<file path="src/rtl/paddle_if.sv">
// paddle_if: player-side bundle for one paddle.
//   btn_up, btn_down : raw asynchronous push-buttons (1 = pressed)
//   bat_size         : 0 = large bat, 1 = small bat
//   fast             : base step select (0 = 1 px, 1 = 2 px)
//   center           : synchronous recentre request
//   y                : paddle centre coordinate (11 bits)
//   at_limit         : y sits on the upper or lower clamp for the current bat
// The master drives the controls and observes y/at_limit; the slave
// (paddle_ctrl) does the opposite.
interface paddle_if;
  logic        btn_up;
  logic        btn_down;
  logic        bat_size;
  logic        fast;
  logic        center;
  logic [10:0] y;
  logic        at_limit;

  modport master (
    output btn_up, btn_down, bat_size, fast, center,
    input  y, at_limit
  );

  modport slave (
    input  btn_up, btn_down, bat_size, fast, center,
    output y, at_limit
  );
endinterface

</file>
<file path="src/rtl/paddle_ctrl.sv">
// paddle_ctrl: turns one player's raw up/down buttons into a paddle centre y.
//   clk  : clock
//   rst  : asynchronous, active-high reset
//   pad  : paddle_if.slave (buttons, bat_size, fast, center in; y, at_limit out)
// Buttons are synchronised (2 flops) and debounced, the paddle moves on a
// free-running prescaled tick, holding a direction for ACCEL_TICKS ticks
// doubles the step, and y is always saturated inside the arena for the
// current bat size.
module paddle_ctrl #(
  parameter int DEBOUNCE_CYCLES = 250000,
  parameter int MOVE_DIV        = 100000,
  parameter int ACCEL_TICKS     = 16,
  parameter int Y_TOP           = 30,
  parameter int Y_BOT           = 450,
  parameter int Y_INIT          = 240
) (
  input logic    clk,
  input logic    rst,
  paddle_if.slave pad
);

  localparam int CNT_W = (DEBOUNCE_CYCLES > 1) ? $clog2(DEBOUNCE_CYCLES) : 1;
  localparam int DIV_W = (MOVE_DIV > 1) ? $clog2(MOVE_DIV) : 1;
  localparam int ACC_W = $clog2(ACCEL_TICKS + 1);

  localparam logic [CNT_W-1:0] DEB_LAST  = CNT_W'(DEBOUNCE_CYCLES - 1);
  localparam logic [DIV_W-1:0] DIV_LAST  = DIV_W'(MOVE_DIV - 1);
  localparam logic [ACC_W-1:0] ACC_MAX   = ACC_W'(ACCEL_TICKS);
  localparam logic [ACC_W-1:0] ACC_ONE   = ACC_W'(1);
  localparam logic [10:0]      Y_INIT_V  = 11'(Y_INIT);
  // Clamp limits at 12 bits: centre must keep the whole bat inside the walls.
  localparam logic [11:0]      Y_MIN_LG  = 12'(Y_TOP + 29);
  localparam logic [11:0]      Y_MAX_LG  = 12'(Y_BOT - 29);
  localparam logic [11:0]      Y_MIN_SM  = 12'(Y_TOP + 19);
  localparam logic [11:0]      Y_MAX_SM  = 12'(Y_BOT - 19);

  typedef enum logic [1:0] {HOLD, SLOW, FAST} state_t;

  // ---------------------------------------------------------------
  // Synchroniser + debouncer, one lane per button (0 = up, 1 = down)
  // ---------------------------------------------------------------
  logic [1:0] raw;
  logic [1:0] deb;

  assign raw = {pad.btn_down, pad.btn_up};

  generate
    for (genvar gi = 0; gi < 2; gi++) begin : g_btn
      logic             s1_reg;
      logic             s2_reg;
      logic             deb_reg;
      logic [CNT_W-1:0] cnt_reg;

      always_ff @(posedge clk or posedge rst) begin
        if (rst) begin
          s1_reg  <= 1'b0;
          s2_reg  <= 1'b0;
          deb_reg <= 1'b0;
          cnt_reg <= '0;
        end else begin
          s1_reg <= raw[gi];
          s2_reg <= s1_reg;
          if (s2_reg == deb_reg) begin
            cnt_reg <= '0;
          end else if (cnt_reg == DEB_LAST) begin
            // Level has differed for DEBOUNCE_CYCLES consecutive cycles.
            deb_reg <= s2_reg;
            cnt_reg <= '0;
          end else begin
            cnt_reg <= cnt_reg + CNT_W'(1);
          end
        end
      end

      assign deb[gi] = deb_reg;
    end
  endgenerate

  // ---------------------------------------------------------------
  // Free-running movement prescaler
  // ---------------------------------------------------------------
  logic [DIV_W-1:0] presc_reg;
  logic             tick;

  assign tick = (presc_reg == DIV_LAST);

  always_ff @(posedge clk or posedge rst) begin
    if (rst) begin
      presc_reg <= '0;
    end else if (tick) begin
      presc_reg <= '0;
    end else begin
      presc_reg <= presc_reg + DIV_W'(1);
    end
  end

  // ---------------------------------------------------------------
  // Movement FSM next-state / position computation
  // ---------------------------------------------------------------
  state_t           state_reg, state_next;
  logic [ACC_W-1:0] accel_reg, accel_next;
  logic             last_up_reg, last_up_next;
  logic [10:0]      y_reg, y_next;
  logic             at_limit_reg, at_limit_next;

  logic        dir_up, dir_dn, has_dir, same_dir;
  logic        move_en, move_double;
  logic [11:0] step, delta, y_ext, y_cand, y_min, y_max, y_sat;

  always_comb begin
    dir_up   = deb[0] & ~deb[1];
    dir_dn   = deb[1] & ~deb[0];
    has_dir  = dir_up | dir_dn;
    // A continuing run needs an active state and the remembered direction.
    same_dir = (state_reg != HOLD) && (dir_up == last_up_reg);

    state_next   = state_reg;
    accel_next   = accel_reg;
    last_up_next = last_up_reg;
    move_en      = 1'b0;
    move_double  = 1'b0;

    if (pad.center) begin
      state_next = HOLD;
      accel_next = '0;
    end else if (tick) begin
      if (!has_dir) begin
        state_next = HOLD;
        accel_next = '0;
      end else begin
        move_en      = 1'b1;
        last_up_next = dir_up;
        if (same_dir) begin
          move_double = (state_reg == FAST);
          accel_next  = (accel_reg >= ACC_MAX) ? ACC_MAX : accel_reg + ACC_ONE;
        end else begin
          accel_next = ACC_ONE;
        end
        // FAST is entered exactly when the run length reaches ACCEL_TICKS
        // and held while accel stays saturated there.
        state_next = (accel_next >= ACC_MAX) ? FAST : SLOW;
      end
    end

    step  = pad.fast ? 12'd2 : 12'd1;
    delta = move_double ? (step << 1) : step;
    y_ext = {1'b0, y_reg};

    y_cand = y_ext;
    if (move_en) begin
      if (dir_up) begin
        // Guard against wrap below zero; the clamp lifts it to y_min anyway.
        y_cand = (y_ext >= delta) ? (y_ext - delta) : 12'd0;
      end else begin
        y_cand = y_ext + delta;
      end
    end

    // Clamp runs every cycle so a bat_size change snaps y into range.
    y_min = pad.bat_size ? Y_MIN_SM : Y_MIN_LG;
    y_max = pad.bat_size ? Y_MAX_SM : Y_MAX_LG;
    if (y_cand < y_min) begin
      y_sat = y_min;
    end else if (y_cand > y_max) begin
      y_sat = y_max;
    end else begin
      y_sat = y_cand;
    end

    y_next        = pad.center ? Y_INIT_V : y_sat[10:0];
    at_limit_next = ({1'b0, y_next} == y_min) || ({1'b0, y_next} == y_max);
  end

  always_ff @(posedge clk or posedge rst) begin
    if (rst) begin
      state_reg    <= HOLD;
      accel_reg    <= '0;
      last_up_reg  <= 1'b0;
      y_reg        <= Y_INIT_V;
      at_limit_reg <= 1'b0;
    end else begin
      state_reg    <= state_next;
      accel_reg    <= accel_next;
      last_up_reg  <= last_up_next;
      y_reg        <= y_next;
      at_limit_reg <= at_limit_next;
    end
  end

  assign pad.y        = y_reg;
  assign pad.at_limit = at_limit_reg;

endmodule

</file>
<file path="src/flat_wrapper.sv">
// flat-port wrapper written by rule: the top's interface ports become plain ports
module paddle_ctrl_flat 
#(
  parameter int DEBOUNCE_CYCLES = 250000,
  parameter int MOVE_DIV        = 100000,
  parameter int ACCEL_TICKS     = 16,
  parameter int Y_TOP           = 30,
  parameter int Y_BOT           = 450,
  parameter int Y_INIT          = 240
)
  (clk, rst, pad_btn_up, pad_btn_down, pad_bat_size, pad_fast, pad_center, pad_y, pad_at_limit);
  paddle_if pad_i ();
  input logic clk;
  input logic rst;
  input wire logic [$bits(pad_i.btn_up)-1:0] pad_btn_up;
  input wire logic [$bits(pad_i.btn_down)-1:0] pad_btn_down;
  input wire logic [$bits(pad_i.bat_size)-1:0] pad_bat_size;
  input wire logic [$bits(pad_i.fast)-1:0] pad_fast;
  input wire logic [$bits(pad_i.center)-1:0] pad_center;
  output wire logic [$bits(pad_i.y)-1:0] pad_y;
  output wire logic [$bits(pad_i.at_limit)-1:0] pad_at_limit;
  assign pad_i.btn_up = pad_btn_up;
  assign pad_i.btn_down = pad_btn_down;
  assign pad_i.bat_size = pad_bat_size;
  assign pad_i.fast = pad_fast;
  assign pad_i.center = pad_center;
  assign pad_y = pad_i.y;
  assign pad_at_limit = pad_i.at_limit;
  paddle_ctrl #(.DEBOUNCE_CYCLES(DEBOUNCE_CYCLES), .MOVE_DIV(MOVE_DIV), .ACCEL_TICKS(ACCEL_TICKS), .Y_TOP(Y_TOP), .Y_BOT(Y_BOT), .Y_INIT(Y_INIT)) u_core (.clk(clk), .rst(rst), .pad(pad_i));
endmodule
</file>
<file path="config.mk">
export PLATFORM = sky130hd
export DESIGN_NAME = paddle_ctrl_flat
export DESIGN_NICKNAME = d
export VERILOG_FILES = /design/src/rtl/paddle_if.sv /design/src/rtl/paddle_ctrl.sv /design/src/flat_wrapper.sv
export SDC_FILE = /design/constraint.sdc
export NUM_CORES = 1
export LEC_CHECK = 0
export ABC_AREA = 1
export CAP_MARGIN = 15
export CORE_MARGIN = 2
export CORE_UTILIZATION = 38
export DETAILED_ROUTE_END_ITERATION = 7
export PLACE_DENSITY = 0.5
export SLEW_MARGIN = 20
export SYNTH_ARGS = -nofsm -noshare
export SYNTH_HDL_FRONTEND = slang
export SYNTH_SLANG_ARGS = --single-unit
</file>
<file path="constraint.sdc">
create_clock -name clk -period 5.4 [get_ports clk]
set_input_delay 1.08 -clock clk [delete_from_list [all_inputs] [get_ports clk]]
set_output_delay 1.08 -clock clk [all_outputs]
set_load 0.005 [all_outputs]
</file>
==> impl_metrics.ini <==
[floorplan]
core_area_um2 = 13190
die_area_um2 = 14350
io_pins = 19
die_h_um = 119.8
initial_utilization_pct = 38.62
placementRows = 42
die_x_um = 119.8

[cts]
clk_root_buffer_cell = clkbuf_16
clk_latency_ns = 0.34
cts_hold_buf = 0
cts_tree = yes
tritoncts_num_sinks = 78
clk_pin_slew_worst_paths_ns = 0.06
numCtsBuffers = 9
cts_resized = 0
cts_setup_buffers = 0
clockBufferDepth = 2
htree_levels = 3

[grt]
grt_max_degree = 50
grt_pass1_vias = 4323
antenna_found_initial = 0
grt_pass1_wl_mm = 19.88
grt-ovfl-total = 0
grt_usage_pct = 17.20

[synth]
ys_ff_latch = 78
synth_area_leaders = dfrtp_1, nand2_1, inv_1
netlist_instances = 686
ys_warn_count = 0
ys_async_sr_fraction_pct = 100.0
synth_cell_type_count = 49
yosysTopAreaCell = dfrtp_1
yosysMostFrequentCell = nand2_1
synth_edf_count = 0
avgSynthCellArea_um2 = 7.425
synthTopCellsByCount = nand2_1, inv_1, nor2_1
post_synth_instance_area_um2 = 5094
synth_top_area_share_pct = 36.35
synth-main-ff-cell = dfrtp_1
yosysSeqAreaShare_pct = 38.42

[drt]
first_pass_iters = 5
drtIter0Drc = 286
ant_nets = 0
post_drt_wl_per_cell_um = 12.77
drt-total-wl_mm = 11.60
viasPerCell = 4.883
route.detailed.drc = 0
vias = 4434

[setup_path]
critPathLaunchType = input port
required_ns = 5.62
worstSetupPathType = in2reg
worstSetupEndpointType = flop
cp_common_cell = nand2_2
worst_path_max_delay_cell = clkdlybuf4s50_1
max_stage_delay_ns = 0.42
r2r_slack_ns = 0.66
critPathMaxFanout = 10
cp.arrival_ns = 5.23

[layout]
largest_reg_flops = 36
drive_gt1_share_pct = 13.66
final_cells = 908
seqCellArea_um2 = 1957
fin_nets = 754
fillers = 1346
area_delta_synth_final_pct = 15.79
fin_util_pct = 44.72
diodes = 0
multi_input_area_um2 = 2639

[timing]
finalSetupViolations = 0
worst_pin_slew_ns = 0.8299
hold_viol = 0
drv_slew = 0
skew_ns = 0.007617
hold_slack_ns = 0.3479
layout_min_cycle_time_ns = 5.011
rsz0062_at_grt = false
max_freq_ghz = 0.1996
slew_headroom_pct = 44.61
period_share_pct = 92.79

[power_and_ir_drop]
p_per_area_nw_per_um2 = 226.0
leakagePower_nw = 2.833
peakVddDrop_mv = 0.1452

[placed_design]
io_buffers = 18
hpwl_mm = 9.041
gp_congestion = 0.9269
dp.cells = 892

[hold_path]
hold_path_class = reg2reg

[outcome]
status = complete, no violations

[flow_run]
cap_violations = 0
## metal layers
layer	vias to the layer above	track usage, %	wire [um]
li1	2270	-	-
met1	2079	22.44	5433
met2	67	28.39	5578
met3	18	2.471	320
met4	0	7.647	264
met5	-	0	0
## layout by cell type, fill, tap and decap left out, types with 17 or more instances in the layout
master / count
ha_1: 17
nand3_1: 49
o21ai_0: 25
nor2_1: 84
nand2_1: 128
clkdlybuf4s50_1: 18
dfrtp_1: 74
buf_4: 18
inv_1: 119
nor3_1: 28
a21oi_1: 27
## per-stage QoR
stage	worst slack [ns]	TNS, ns	area, um2	power, W
2_1_floorplan	0.4840	0	5097	0.0007135
3_3_place_gp	-0.001746	-0.001746	5578	0.0007639
3_5_place_dp	-0.1814	-0.1814	5578	0.0007642
5_1_grt	0.01290	0	5898	0.001397
6_report	0.3894	0	5898	0.001333
4_1_cts	0.1564	0	5866	0.001354
## where the power goes
part	internal (W)	switching (W)
logic	0.0000560	0.0000876
clock network	0.000347	0.000231
registers	0.000596	0.0000149
## cell type report
type,instances,share of cell area [%]
clock buffers,13,4.582
clock inverters,3,0.2970
inverters,127,8.125
multi-input cells,475,44.74
flip-flops and latches,78,33.18
well taps,176,3.734
repair buffers,36,5.346
## cell families (layout without fill, tap and decap cells)
family	after synthesis	after routing	synth area share, %
AOI/OAI and AO/OA	77	77	8.867
xor gates and xnor gates	15	15	2.579
and+or+nand+nor	359	359	33.92
DFF	78	78	38.42
buffers and inverters	134	179	10.49
muxes	2	2	0.4421
other	1	2	0.07362
adders and majority gates	20	20	5.208
## critical path: cells and delay by family
kind            cells  cell delay, ns
simple gates       21            1.90
compound gates      2            0.41
fa+ha+maj           3            0.98
buf+inv             7            0.85
## worst paths after layout
check	start	endpoint	depth (start not counted)
worst max-delay path	pad_center	u_core.pad.at_limit$_DFF_PP0_	33
worst min-delay path	u_core.g_btn[0].s1_reg$_DFF_PP0_	u_core.g_btn[0].s2_reg$_DFF_PP0_	0
worst max register to register	u_core.presc_reg[0]$_DFF_PP0_	u_core.pad.at_limit$_DFF_PP0_	36
worst min register to register	u_core.g_btn[0].s1_reg$_DFF_PP0_	u_core.g_btn[0].s2_reg$_DFF_PP0_	0
max in group asynchronous	rst	u_core.pad.y[9]$_DFF_PP0_	3
min in group asynchronous	rst	u_core.g_btn[0].s1_reg$_DFF_PP0_	2
(Power assumes the default switching activity.)
